File: src/rtl/alu_pkg.sv
// Shared opcode encodings and default datapath width for the registered ALU.
package alu_pkg;

  localparam int unsigned ALU_WIDTH = 8;

  typedef logic [2:0] alu_op_t;

  localparam alu_op_t ALU_ADD = 3'b000;
  localparam alu_op_t ALU_SUB = 3'b001;
  localparam alu_op_t ALU_AND = 3'b010;
  localparam alu_op_t ALU_OR  = 3'b011;
  localparam alu_op_t ALU_XOR = 3'b100;
  localparam alu_op_t ALU_NOT = 3'b101;
  localparam alu_op_t ALU_SHL = 3'b110;
  localparam alu_op_t ALU_SHR = 3'b111;

endpackage

File: src/rtl/alu_core.sv
// Combinational ALU datapath: computes the next result and carry from operands and opcode.
module alu_core
  import alu_pkg::*;
#(
  parameter int unsigned WIDTH = ALU_WIDTH
) (
  input  logic [WIDTH-1:0] a,
  input  logic [WIDTH-1:0] b,
  input  alu_op_t          op,
  output logic [WIDTH-1:0] next_result,
  output logic             next_carry
);

  logic [WIDTH:0] sum;
  logic [WIDTH:0] diff;

  assign sum  = {1'b0, a} + {1'b0, b};
  // Top bit of the extended difference is the borrow; carry is its inverse.
  assign diff = {1'b0, a} - {1'b0, b};

  always_comb begin
    next_result = '0;
    next_carry  = 1'b0;
    unique case (op)
      ALU_ADD: begin
        next_result = sum[WIDTH-1:0];
        next_carry  = sum[WIDTH];
      end
      ALU_SUB: begin
        next_result = diff[WIDTH-1:0];
        next_carry  = ~diff[WIDTH];
      end
      ALU_AND: next_result = a & b;
      ALU_OR:  next_result = a | b;
      ALU_XOR: next_result = a ^ b;
      ALU_NOT: next_result = ~a;
      ALU_SHL: begin
        next_result = {a[WIDTH-2:0], 1'b0};
        next_carry  = a[WIDTH-1];
      end
      ALU_SHR: begin
        next_result = {1'b0, a[WIDTH-1:1]};
        next_carry  = a[0];
      end
      default: begin
        next_result = '0;
        next_carry  = 1'b0;
      end
    endcase
  end

endmodule

File: src/rtl/alu_8bit.sv
// Registered ALU top: one-cycle latency output register around alu_core with synchronous reset.
module alu_8bit
  import alu_pkg::*;
#(
  parameter int unsigned WIDTH = ALU_WIDTH
) (
  input  logic             clk,
  input  logic             rst,
  input  logic [WIDTH-1:0] a,
  input  logic [WIDTH-1:0] b,
  input  alu_op_t          op,
  output logic [WIDTH-1:0] result,
  output logic             carry
);

  logic [WIDTH-1:0] next_result;
  logic             next_carry;

  alu_core #(
    .WIDTH(WIDTH)
  ) u_core (
    .a          (a),
    .b          (b),
    .op         (op),
    .next_result(next_result),
    .next_carry (next_carry)
  );

  always_ff @(posedge clk) begin
    if (rst) begin
      result <= '0;
      carry  <= 1'b0;
    end else begin
      result <= next_result;
      carry  <= next_carry;
    end
  end

endmodule

File: config.mk
export PLATFORM = sky130hd
export DESIGN_NAME = alu_8bit
export DESIGN_NICKNAME = d
export VERILOG_FILES = /design/src/rtl/alu_pkg.sv /design/src/rtl/alu_core.sv /design/src/rtl/alu_8bit.sv
export SDC_FILE = /design/constraint.sdc
export NUM_CORES = 1
export LEC_CHECK = 0
export ABC_AREA = 1
export BUFFER_PORTS_ARGS = -buffer_cell sky130_fd_sc_hd__buf_2
export CORE_ASPECT_RATIO = 0.7
export CORE_UTILIZATION = 50
export CTS_BUF_LIST = sky130_fd_sc_hd__clkbuf_8
export DETAILED_ROUTE_END_ITERATION = 10
export GPL_TIMING_DRIVEN = 0
export PLACE_DENSITY = 0.8
export SETUP_SLACK_MARGIN = 0.3
export SYNTH_ARGS = -nofsm -noshare
export SYNTH_HDL_FRONTEND = slang
export SYNTH_HIERARCHICAL = 1
export SYNTH_SLANG_ARGS = --single-unit
export TNS_END_PERCENT = 20
File: constraint.sdc
create_clock -name clk -period 1.74 [get_ports clk]
set_clock_uncertainty 0.1 [all_clocks]
set_input_delay 0.174 -clock clk [delete_from_list [all_inputs] [get_ports clk]]
set_output_delay 0.174 -clock clk [all_outputs]
set_load 0.02 [all_outputs]
After elaboration in Yosys (flattened, before gate mapping) --
Index checks and enable logic that the tools add are counted.
Word-level totals: output and inout port bits 9, input port bits 21, flip-flop bits (word level) 9
Cells by class: add/subtract/negate cells 2, reductions and logical operators 1, eq/ne operators 7, multiplexer cells 2, bitwise logic cells 5
Operator list (count):
- 8-bit one-hot mux with 8 select lines | 1
- 3-bit == test, second input constant | 4
- 8-bit by 8-bit adder with 9-bit output | 1
- 8-bit by 8-bit subtractor with 9-bit output | 1
- 8-bit bitwise AND | 1
- 8-bit NOT | 1
- 8-bit OR | 1
- 8-bit XOR | 1
- 3-bit by 2-bit == test with 1-bit output, second input constant | 2
- 1-bit one-hot mux with 4 select lines | 1
- 3-bit by 1-bit == test with 1-bit output, second input constant | 1
- 3-bit logical NOT | 1
- 1-bit NOT | 1

Depth between registers and ports, before layout --
depth after elaboration 3, mapped depth 13, mapped depth without buffers 12

Hierarchy --
The synthesis kept the hierarchy.
By module, submodules not included:
- alu_core | cells each 237, instances 1, seq. area each 0.0 um^2, area each 1342.5 um^2
- alu_8bit | cells each 28, instances 1, seq. area each 180.2 um^2, area each 259.0 um^2

Least setup slack after synthesis --
Ideal clock, no wire load.
kind input to register, start input a[0], end register carry, library setup time 0.064 ns, path buffers 0, setup slack 0.175 ns, data arrival time 1.401 ns, stages 12, cell sequence inv_1 -> ha_1 -> fa_1 -> inv_1 -> nand4_1 -> nand3_1 -> nand2_1 -> nand2_1 -> nand2_1 -> nand3_1 -> inv_1 -> nor2_1
Between the ends: word-level cells in the longest chain between the ends 3, elaborated cells between the ends (all ways) 4, classes of those cells add/sub: 2; mux: 1; bitwise: 1
Ends and longest elaborated chain:
- start, declared | RTL line alu_8bit.sv:9 | input logic [WIDTH-1:0] a,
- 8-bit by 8-bit subtractor with 9-bit output | RTL line alu_core.sv:19 | assign diff = {1'b0, a} - {1'b0, b};
- 1-bit NOT | RTL line alu_core.sv:31 | next_carry = ~diff[WIDTH];
- 1-bit one-hot mux with 4 select lines (*) | RTL line alu_core.sv:24 | unique case (op)
- net next_carry | RTL line alu_8bit.sv:17 | logic next_carry;
- end signal, assigned | RTL line alu_8bit.sv:35 | carry <= next_carry;
- end, declared | RTL line alu_8bit.sv:13 | output logic carry
Mark *: on every way through the listed nets, which the timed path passes. The rest lies on a longest branch. A chain may end at the register's enable or synchronous reset.

Worst setup path after layout --
start input b[5], end register carry
Between the ends: word-level cells in the longest chain between the ends 3, elaborated cells between the ends (all ways) 4, classes of those cells add/sub: 2; mux: 1; bitwise: 1
Ends and longest elaborated chain:
- start, declared | RTL line alu_8bit.sv:10 | input logic [WIDTH-1:0] b,
- 8-bit by 8-bit subtractor with 9-bit output | RTL line alu_core.sv:19
- 1-bit NOT | RTL line alu_core.sv:31
- 1-bit one-hot mux with 4 select lines (*) | RTL line alu_core.sv:24
- net next_carry | RTL line alu_8bit.sv:17
Marked as above.

==> summary.md <==
| Metric | Value |
|---|---|
| Cells after synthesis | `265` |
| Area post-placement | `1820 um^2` |
| Mux cell area share after synthesis | `0%` |
| Final period util | `81.8%` |
| Place WS | `-0.0487 ns` |
| Final HPWL DP | `3360 um` |
| Area Overhead vs Synth | `33.7%` |
| Routability-driven placement congestion ratio | `0.926` |
| Compound-Gate Fraction of Synth Area | `12.4%` |
| Critical Path Fanout Max | `4` |
| CTS Buf Count | `3` |
| I/O Buffers | `27` |
| Antenna Cells | `0` |
| Pre-Repair DR Iteration Count | `5` |
| Core area | `2920 um^2` |
| Max-cap violations | `0` |
| Outcome | `complete, no violations` |
| Post-Layout Cell Count | `339` |
| DRC viols | `0` |
| CTS Sinks | `9` |
| Crit path DAT | `1.44 ns` |
| LEAKAGE | `1.13 nW` |
| Most frequent cells in the layout | `nand2_1 (58), inv_1 (36), nand3_1 (27)` |
| Slowest stage cell, crit path | `ha_4` |
| Largest family of logic cells by synthesized area | `simple AND/OR/NAND/NOR gates` |
| Total power | `1.05 mW` |
| IO Count | `30` |
| Maximum clock frequency | `0.703 GHz` |
| Chip Width | `69.6 um` |
| Netlist Area Pre-Place | `1600 um^2` |
| Slowest Stage Delay on Critical Path | `0.29 ns` |
| Vias per std cell | `5.50` |
| Footprint of the multi-input gates | `1330 um^2` |
| Mapped Nets | `313` |
| WS Path Type | `primary input to flip-flop` |
| HP Class | `primary input to flip-flop` |
| Hold slack | `0.0355 ns` |
| Nets | `352` |
| Ys async rst share | `0%` |
| Critical Path, Cell by Cell | `buf_2, inv_2, ha_4, clkbuf_16, inv_2, a21oi_2, nand3_1, nand2_1, nand2_1, nand2_1, nand3_2, inv_2, nor2_1` |
| Largest buffer count on any clock path | `2` |
| Synthesized area per cell | `6.04 um^2` |
| Initial Utilization | `54.8%` |
| Global-route wire length before repair | `7020 um` |
| Post-synthesis adder-cell area fraction | `22.0%` |
| Final core utilization | `73.3%` |
| Vias in the first global route | `1493` |
| Final hold viol count | `0` |
| Total wire length | `4630 um` |
| Worst slew margin | `71.2%` |
| DRT iter0 DRCs | `161` |
| Layout cells sized above 1 | `31.7%` |
| Setup_tns | `0 ns` |
| Fill cells | `262` |
| Crit path time final | `1.42 ns` |
| Clock slew at reported path FFs | `0.04 ns` |
| Worst EP required | `1.76 ns` |
| Crit. End Element | `flip-flop` |
| Via count | `1863` |
| Largest net degree at the start of global routing | `11` |
| Die H | `49.4 um` |
| Final Setup Violations | `0` |
| GRT Util Overall | `25.7%` |
| Max Transition Viols Final | `0` |
| Root Buffer | `clkbuf_8` |
| Placed Instances | `328` |
| Simple-Gate Fraction of Synth Area | `36.9%` |
| Worst VDD drop | `287 uV` |
| Sequential cell area | `180 um^2` |
| WHS Path Cells | `2` |
| Initial antenna violation count | `0` |
| Slew @ Worst Pin | `0.430 ns` |
| TritonCTS clock tree | `built` |
| Synth Flop Type | `dfxtp_1` |
| Design area | `2140 um^2` |
| FP Rows | `16` |
| Final ANT Viol Nets | `0` |
| RSZ-0062 raised after global routing | `true` |
| Yosys reg bits | `9` |
| Worst Setup Start Kind | `primary input` |
| Count of unique library cells instantiated by Yosys | `29` |
| Post-synth EDFFs | `0` |
| Wire per inst | `13.7 um` |
| Cell area power density | `490 nW/um^2` |
| Sequential area share after synthesis | `11.2%` |
| Commonest non-fill, non-tap cell in the layout | `nand2_1` |
| XOR/XNOR Fraction of Synth Area | `1.09%` |
| H-Tree Depth | `1` |
| Gr ovfl total | `0` |
| Synthesis Warnings | `6` |
| Slack of the critical path | `0.317 ns` |
| Die ar. | `3440 um^2` |
## flip-flops by register name (all words and copies together), names as in the netlist
register	flops
result	8
carry	1
## cells in the mapped netlist (2+ instances only)
| master | n | area share, % |
|---|---|---|
| nand4_1 | 7 | 2.7 |
| buf_2 | 4 | 1.3 |
| inv_1 | 53 | 12 |
| inv_2 | 2 | 0.47 |
| o21ai_0 | 5 | 1.6 |
| nor2_2 | 2 | 0.78 |
| dfxtp_1 | 9 | 11 |
| nand3_1 | 32 | 10 |
| o2111ai_1 | 2 | 1.1 |
| a21oi_1 | 11 | 3.4 |
| nor2_1 | 26 | 6.1 |
| o22ai_1 | 9 | 3.5 |
| fa_1 | 2 | 2.5 |
| nand2_1 | 59 | 14 |
| o211ai_1 | 2 | 0.94 |
| a22oi_1 | 2 | 0.94 |
| xor2_1 | 2 | 1.1 |
| ha_1 | 25 | 20 |
## cells by family (layout without fill, tap and decap cells)
kind of cell / Yosys count / in the layout
adder cells (fa/ha/maj): 27 / 27
XOR/XNOR: 2 / 2
buffers and inverters: 62 / 100
AO/OA/AOI/OAI: 33 / 33
AND/OR/NAND/NOR: 132 / 132
flip-flops: 9 / 9
## per-layer routing
metal	wire, um	track usage, %	vias up
li1	-	-	926
met1	2050	38.4	813
met2	2040	39.8	112
met3	473	2.48	12
met4	76	5.67	0
met5	0	0	-
## report_power, final
| part | internal (mW) | switching (mW) |
|---|---|---|
| registers | 0.227 | 0.00345 |
| clock network | 0.153 | 0.0720 |
| logic | 0.241 | 0.353 |
## area by class of cell
type,count,area share (%)
Inverter,55,10.5
Clock buffer,3,1.93
Sequential cell,9,8.41
Multi-Input combinational cell,194,62.0
Clock inverter,1,0.175
Buffer,7,3.97
Tap cell,36,2.10
Timing Repair Buffer,34,11.0
## timing repair
| action | 4_1_cts | 5_1_grt |
|---|---|---|
| pin swaps | 4 | 15 |
| endpoints found under the setup margin | 7 | 7 |
| hold buffers | 0 | 0 |
| buffers inserted | 1 | 5 |
| resized for setup | 18 | 45 |
| endpoints found under the hold margin | 0 | 0 |
| gates cloned | 0 | 1 |
## critical path: cells and delay by family
family,cells,cell delay [ns]
and+or+nand+nor,6,0.43
buffers and inverters,5,0.39
adders and majority gates,1,0.29
AOI/OAI and AO/OA,1,0.16
## path summary, 6_finish.rpt
check	start	endpoint	slack [ns]
hold / removal	rst	carry	0.04
setup / recovery	b[5]	carry	0.32
No activity file was read; power rests on OpenSTA's default activity.
